==> src/rtl/vram_arbiter.sv <==
// Single-port video RAM arbiter: VGA scanout has fixed priority, the CPU is
// served in free slots and may steal one VGA slot after waiting MAX_WAIT-1 cycles.
module vram_arbiter #(
   parameter int ADDR_W   = 17,
   parameter int MAX_WAIT = 16
) (
   input  logic              CLOCK,
   input  logic              RESET,
   input  logic              vga_req,
   input  logic [ADDR_W-1:0] vga_address,
   output logic [7:0]        vga_data,
   output logic              vga_valid,
   output logic              vga_stall,
   input  logic              cpu_req,
   input  logic              cpu_we,
   input  logic [ADDR_W-1:0] cpu_address,
   input  logic [7:0]        cpu_wdata,
   output logic [7:0]        cpu_rdata,
   output logic              cpu_ack,
   output logic [ADDR_W-1:0] mem_address,
   output logic [7:0]        mem_wdata,
   output logic              mem_we,
   input  logic [7:0]        mem_rdata,
   output logic [1:0]        dbg_state
);

   localparam logic [1:0] S_IDLE    = 2'd0;
   localparam logic [1:0] S_WAIT    = 2'd1;
   localparam logic [1:0] S_ISSUE   = 2'd2;
   localparam logic [1:0] S_CAPTURE = 2'd3;

   localparam logic [7:0] WAIT_MAX   = 8'(MAX_WAIT - 1);
   localparam logic [7:0] WAIT_START = (MAX_WAIT > 1) ? 8'd1 : 8'd0;

   // Handshake: cpu_req is held high until cpu_ack pulses for one cycle; the
   // request is not re-sampled in the ack cycle, so a still-high cpu_req on the
   // following cycle starts a new access with whatever we/address/wdata it shows.

   logic [1:0]        state_q, state_d;
   logic [7:0]        wait_cnt_q, wait_cnt_d;
   logic              cpu_ack_q, cpu_ack_d;
   logic [7:0]        cpu_rdata_q, cpu_rdata_d;
   logic              op_we_q, op_we_d;
   logic [ADDR_W-1:0] mem_address_q, mem_address_d;
   logic [7:0]        mem_wdata_q, mem_wdata_d;
   logic              mem_we_q, mem_we_d;
   logic              vga_pipe_q, vga_pipe_d;
   logic              vga_valid_q, vga_valid_d;

   logic cpu_req_new;
   logic steal;
   logic vga_grant;
   logic cpu_grant;

   always_comb begin
      cpu_req_new = cpu_req && !cpu_ack_q;
      steal       = cpu_req_new && (state_q == S_WAIT) && (wait_cnt_q == WAIT_MAX);
      vga_grant   = !steal && vga_req;
      cpu_grant   = steal ||
                    (!vga_req && cpu_req_new && ((state_q == S_IDLE) || (state_q == S_WAIT)));
   end

   always_comb begin
      state_d       = state_q;
      wait_cnt_d    = wait_cnt_q;
      cpu_ack_d     = 1'b0;
      cpu_rdata_d   = cpu_rdata_q;
      op_we_d       = op_we_q;
      mem_address_d = mem_address_q;
      mem_wdata_d   = mem_wdata_q;
      mem_we_d      = 1'b0;
      vga_pipe_d    = vga_grant;
      vga_valid_d   = vga_pipe_q;

      // The CPU access is latched here so later bus changes cannot disturb it.
      if (cpu_grant) begin
         mem_address_d = cpu_address;
         mem_wdata_d   = cpu_wdata;
         mem_we_d      = cpu_we;
         op_we_d       = cpu_we;
      end else if (vga_grant) begin
         mem_address_d = vga_address;
      end

      case (state_q)
         S_IDLE: begin
            if (cpu_grant) begin
               state_d    = S_ISSUE;
               wait_cnt_d = 8'd0;
            end else if (cpu_req_new && vga_grant) begin
               state_d    = S_WAIT;
               wait_cnt_d = WAIT_START;
            end
         end
         S_WAIT: begin
            if (cpu_grant) begin
               state_d    = S_ISSUE;
               wait_cnt_d = 8'd0;
            end else if (!cpu_req) begin
               state_d    = S_IDLE;
               wait_cnt_d = 8'd0;
            end else if (wait_cnt_q != WAIT_MAX) begin
               wait_cnt_d = wait_cnt_q + 8'd1;
            end
         end
         S_ISSUE: begin
            if (op_we_q) begin
               cpu_ack_d = 1'b1;
               state_d   = S_IDLE;
            end else begin
               state_d   = S_CAPTURE;
            end
         end
         S_CAPTURE: begin
            cpu_rdata_d = mem_rdata;
            cpu_ack_d   = 1'b1;
            state_d     = S_IDLE;
         end
         default: begin
            state_d    = S_IDLE;
            wait_cnt_d = 8'd0;
         end
      endcase
   end

   always_ff @(posedge CLOCK) begin
      if (RESET) begin
         state_q       <= S_IDLE;
         wait_cnt_q    <= 8'd0;
         cpu_ack_q     <= 1'b0;
         cpu_rdata_q   <= 8'd0;
         op_we_q       <= 1'b0;
         mem_address_q <= '0;
         mem_wdata_q   <= 8'd0;
         mem_we_q      <= 1'b0;
         vga_pipe_q    <= 1'b0;
         vga_valid_q   <= 1'b0;
      end else begin
         state_q       <= state_d;
         wait_cnt_q    <= wait_cnt_d;
         cpu_ack_q     <= cpu_ack_d;
         cpu_rdata_q   <= cpu_rdata_d;
         op_we_q       <= op_we_d;
         mem_address_q <= mem_address_d;
         mem_wdata_q   <= mem_wdata_d;
         mem_we_q      <= mem_we_d;
         vga_pipe_q    <= vga_pipe_d;
         vga_valid_q   <= vga_valid_d;
      end
   end

   // Gating with RESET keeps a write already on the RAM pins from landing
   // in the cycle the transaction is aborted.
   assign mem_we      = mem_we_q && !RESET;
   assign mem_address = mem_address_q;
   assign mem_wdata   = mem_wdata_q;
   assign cpu_ack     = cpu_ack_q;
   assign cpu_rdata   = cpu_rdata_q;
   assign vga_valid   = vga_valid_q;
   assign vga_data    = mem_rdata;
   assign vga_stall   = steal && vga_req;
   assign dbg_state   = state_q;

endmodule

==> config.mk <==
export PLATFORM = sky130hd
export DESIGN_NAME = vram_arbiter
export DESIGN_NICKNAME = d
export VERILOG_FILES = /design/src/rtl/vram_arbiter.sv
export SDC_FILE = /design/constraint.sdc
export NUM_CORES = 1
export LEC_CHECK = 0
export BUFFER_PORTS_ARGS = -buffer_cell sky130_fd_sc_hd__buf_4
export CAP_MARGIN = 20
export CELL_PAD_IN_SITES_DETAIL_PLACEMENT = 0
export CELL_PAD_IN_SITES_GLOBAL_PLACEMENT = 2
export CORE_MARGIN = 10
export CORE_UTILIZATION = 27
export DETAILED_ROUTE_END_ITERATION = 6
export PLACE_DENSITY_LB_ADDON = 0.1
export SYNTH_ARGS = -nofsm -noshare
export SYNTH_HDL_FRONTEND = slang
export SYNTH_SLANG_ARGS = --single-unit
==> constraint.sdc <==
create_clock -name CLOCK -period 2.52 [get_ports CLOCK]
set_input_delay 0.504 -clock CLOCK [delete_from_list [all_inputs] [get_ports CLOCK]]
set_output_delay 0.504 -clock CLOCK [all_outputs]
set_load 0.02 [all_outputs]
# ---- Word-level counts from Yosys, hierarchy flattened
# Index checks and enable logic that the tools add are counted.
dict set report totals {
  regBits 48
  latchBits 0
  mem_bits_rw 0
  mem_bits_ro 0
  input_bits 55
  out_inout_bits 47
  elab_cells 57
  mem_count 0
}
dict set report classes {
  add_sub_neg 1
  mul 0
  n_div 0
  magnitude_cmp 0
  n_eq_ne 8
  shift 0
  n_mux 16
  bitwise 1
  reduce_logical 21
}
# op count
set ops {}
lappend ops {{$mux W8} 5}
lappend ops {{$mux W17} 2}
lappend ops {{$pmux W8 S2} 1}
lappend ops {{$mux W2} 5}
lappend ops {{$logic_and A1 B1 Y1} 9}
lappend ops {{$add A8 B1 Y8 const B} 1}
lappend ops {{$eq A8 B4 Y1 const B} 1}
lappend ops {{$ne A8 B4 Y1 const B} 1}
lappend ops {{$pmux W2 S4} 1}
lappend ops {{$eq A2 B2 Y1 const B} 2}
lappend ops {{$logic_not A1 Y1} 4}
lappend ops {{$ne A4 B3 Y1 const B} 1}
lappend ops {{$reduce_bool A2 Y1} 2}
lappend ops {{$ne A3 B2 Y1 const B} 1}
lappend ops {{$ne A3 B3 Y1 const B} 1}
lappend ops {{$reduce_and A3 Y1} 1}
lappend ops {{$eq A2 B1 Y1 const B} 1}
lappend ops {{$logic_not A2 Y1} 1}
lappend ops {{$logic_or A1 B1 Y1} 2}
lappend ops {{$pmux W1 S2} 1}
lappend ops {{$reduce_and A2 Y1} 1}
lappend ops {{$reduce_or A2 Y1} 1}
lappend ops {{$mux W1} 1}
lappend ops {{$not A1 Y1} 1}

# ---- Longest topological paths before layout
dict set report depth {
  word_depth 10
  ltp_mapped 7
  depth_no_buf 5
}

# ---- Least setup slack after synthesis
# No wires, ideal clock.
dict set report synth_timing {
  path_type {flip-flop to output port}
  start {register state_q[0] (netlist: dbg_state[0])}
  end {output vga_stall}
  arrival_ns 1.483
  required_time_ns 2.016
  setup_slack_ns 0.533
  stages_incl_launch_ff 6
  path_buffers 2
  cell_sequence {dfxtp_1 buf_2 nor2b_1 and4_1 clkbuf_1 and2_1}
}
dict set report synth_between {
  elab_chain_cells 4
}
# element line
set synth_rtl {}
lappend synth_rtl {{start: declaration} 39} ;# logic [1:0] state_q, state_d;
lappend synth_rtl {{start signal: assignment} 139} ;# state_q <= state_d;
lappend synth_rtl {{$eq A2 B1 Y1} 57} ;# steal = cpu_req_new && (state_q == S_WAIT) && (wait_cnt_q == WAIT_MAX);
lappend synth_rtl {{$logic_and A1 B1 Y1 (2 in a row)} 57}
lappend synth_rtl {{$logic_and A1 B1 Y1} 161} ;# assign vga_stall = steal && vga_req;
lappend synth_rtl {{end: declaration} 13} ;# output logic vga_stall,
# Every way passes these cells.

# ---- Final worst setup path
dict set report layout_timing {
  start {register wait_cnt_q[0]}
  end {output vga_stall}
}
dict set report layout_between {
  elab_chain_cells 3
}
# element line
set layout_rtl {}
lappend layout_rtl {{start: declaration} 40} ;# logic [7:0] wait_cnt_q, wait_cnt_d;
lappend layout_rtl {{start signal: assignment} 140} ;# wait_cnt_q <= wait_cnt_d;
lappend layout_rtl {{$eq A8 B4 Y1} 57}
lappend layout_rtl {{$logic_and A1 B1 Y1} 57}
lappend layout_rtl {{$logic_and A1 B1 Y1} 161}
# Every way passes these cells.

==> flow_summary.ini <==
[status]
outcome = complete, no violations

[timing]
holdWs_ns = 0.420
final.setup.tns_ns = 0
fmax_ghz = 0.434
timing.final.crit_share = 0.915
slew_viol_final = 0
setup_violations = 0
slew_headroom = 0.529
hold_viol = 0
rsz0062_at_grt = no
min_period_ns = 2.31
fin_skew_ns = 0.00899
max_slew.worst_pin.slew_ns = 0.707

[routing]
postRouteAntennaNets = 0
routed_wl_um = 6890
viasPerCell = 4.73
vias = 2002
drc = 0
drt_iter0_drc = 85
wl_per_cell_um = 16.3
drt-pass1-iter-count = 4

[clock_tree]
root_buffer = clkbuf_8
cts_buffers = 5
ctsHoldBuffers = 0
clock_latency_ns = 0.30
clock-sinks = 48
cts_buffer_depth = 2
htree_levels = 2
path_clk_slew_ns = 0.09
cts_tree = done

[synthesis]
syn_area_per_cell_um2 = 9.26
ys_types = 40
synthCells = 229
netlist_area_um2 = 2120
ys_ff_latch = 48
synth_top_area_cell = dfxtp_1
yosysWarnings = 0
synth_area_leaders = dfxtp_1, a221o_1, and2_1
seq_area_frac_synth = 0.453
postSynthNetCount = 285
yosysTopAreaCellShare = 0.453

[setup_path]
worst_ep_required_time_ns = 2.02
cp-end-kind = output port
crit_arrival_ns = 1.80
cp_max_fo = 11
crit_type = reg -> out
start_kind = flip-flop

[floorplan]
dieHeight_um = 109
fp.dieW_um = 109
io_pins = 102
core_area_um2 = 7690
num_rows = 32
start_util = 0.276
die-area_um2 = 11800

[grt]
grtUsageTotal = 0.112
grt_max_degree = 27
grt_antenna_before_repair = 0
overflow = 0
busiest_layer = met2
met3_usage = 0.0460
grt_first_pass_wirelength_um = 10600
use_met2 = 0.185
grt_pass1_vias = 2048
grt_use_met1 = 0.128

[cells_and_area]
nNetsFinal = 377
nFillCells = 843
multi_input_area_um2 = 1020
syn2layout_area_growth_pct = 41.4
layout_common_cells = buf_4, dfxtp_1, nand3_1
layout-drive-gt1-share = 0.368
final_area_um2 = 3000
final_common_cell = buf_4
register_area_um2 = 961
diodes = 0

[placement]
detailed_place.area_um2 = 2910
finalWeightedCongestion = 0.710
hpwl_um = 4950
numPortBuffers = 101

[run]
max-cap-violations = 0

[worst_hold_path]
hp-class = in -> reg

[pwr]
p_per_area_nw_per_um2 = 530
total_leakage_power_nw = 1.32
ir_worst_vdd_uv = 234
## state kept, by name (all words and copies together) (netlist names)
name / cells
cpu_rdata: 8
mem_address: 17
mem_wdata: 8
cpu_ack: 1
vga_valid: 1
mem_we_q: 1
dbg_state: 2
op_we_q: 1
vga_pipe_q: 1
wait_cnt_q: 8
## metrics by stage
stage	utilization	cells	total power [mW]	worst slack, ns
after floorplan	-	229	0.994	0.533
after global placement	0.379	416	1.15	0.422
after detailed placement	0.379	416	1.15	0.387
after CTS	0.390	423	1.62	0.0185
after global routing	0.390	423	1.67	0.0676
final	0.390	423	1.59	0.213
## layout make-up
cell class / count / share of cell area
Multi-Input combinational cell: 157 / 0.339
Sequential cell: 48 / 0.321
Timing Repair Buffer: 107 / 0.268
Tap cell: 102 / 0.0426
Clock buffer: 5 / 0.0230
Clock inverter: 2 / 0.00417
Inverter: 2 / 0.00250
## layer usage
metal | wire [um] | part of all wire | vias up
li1 | - | - | 1014
met1 | 2920 | 0.42 | 912
met2 | 3300 | 0.48 | 68
met3 | 567 | 0.082 | 8
met4 | 102 | 0.015 | 0
met5 | 0 | 0 | -
## critical path, stage by stage, from the launching register on
cell and delay [ns]:
dfxtp_1 0.40, ha_1 0.24, and4b_1 0.27, and4_4 0.31
and2_1 0.14, buf_4 0.14
## path summary, 6_finish.rpt
kind	start	depth (start not counted)	slack, ns	to
hold / removal	vga_address[0]	2	0.42	mem_address[0]
setup reg to reg	wait_cnt_q[0]	6	0.52	mem_address[5]
hold reg to reg	vga_pipe_q	1	0.45	vga_valid
setup / recovery	wait_cnt_q[0]	5	0.21	vga_stall
## repair_timing
action                                  4_1_cts  5_1_grt
gates resized for setup                       0        2
endpoints found under the setup margin        0        1
buffers inserted                              0        0
## synthesized netlist by cell type
cell type and n:
nand4_1 3, nand3_1 21, or3_1 2, nor3b_1 3, a211o_1 2, nand4b_1 1
ha_1 1, and2b_4 1, nand2b_1 2, a21oi_1 20, and2_1 18, a221o_1 18
a22o_1 3, a21oi_4 1, o311ai_0 1, nor2_1 6, nand2_1 15, xnor2_1 1
mux2i_1 2, buf_4 10, and3b_1 3, nor4_1 1, and4_1 1, clkbuf_1 8
nand3b_1 1, xor2_1 1, dfxtp_1 48, o21bai_1 2, inv_1 2, o31ai_1 1
o21ai_0 11, o21a_1 1, buf_2 2, and3_1 2, nor2b_1 4, o2111ai_1 2
and4b_1 2, buf_6 2, nor3_1 3, nor3_2 1
## where the power goes
group          internal [mW]  switching, mW
Clock                  0.189          0.272
Sequential             0.797         0.0196
Combinational          0.152          0.160
Total                   1.14          0.451
## logic make-up (layout without fill, tap and decap cells)
kind of cell    count (synthesis)  after routing  share of synthesized area
flops                          48             48                      0.453
buf+inv                        24            116                     0.0684
xor+xnor                        2              2                    0.00826
mux                             2              2                    0.00944
simple gates                   90             90                      0.242
compound gates                 62             62                      0.213
fa+ha+maj                       1              1                    0.00590
(Power assumes the default switching activity.)
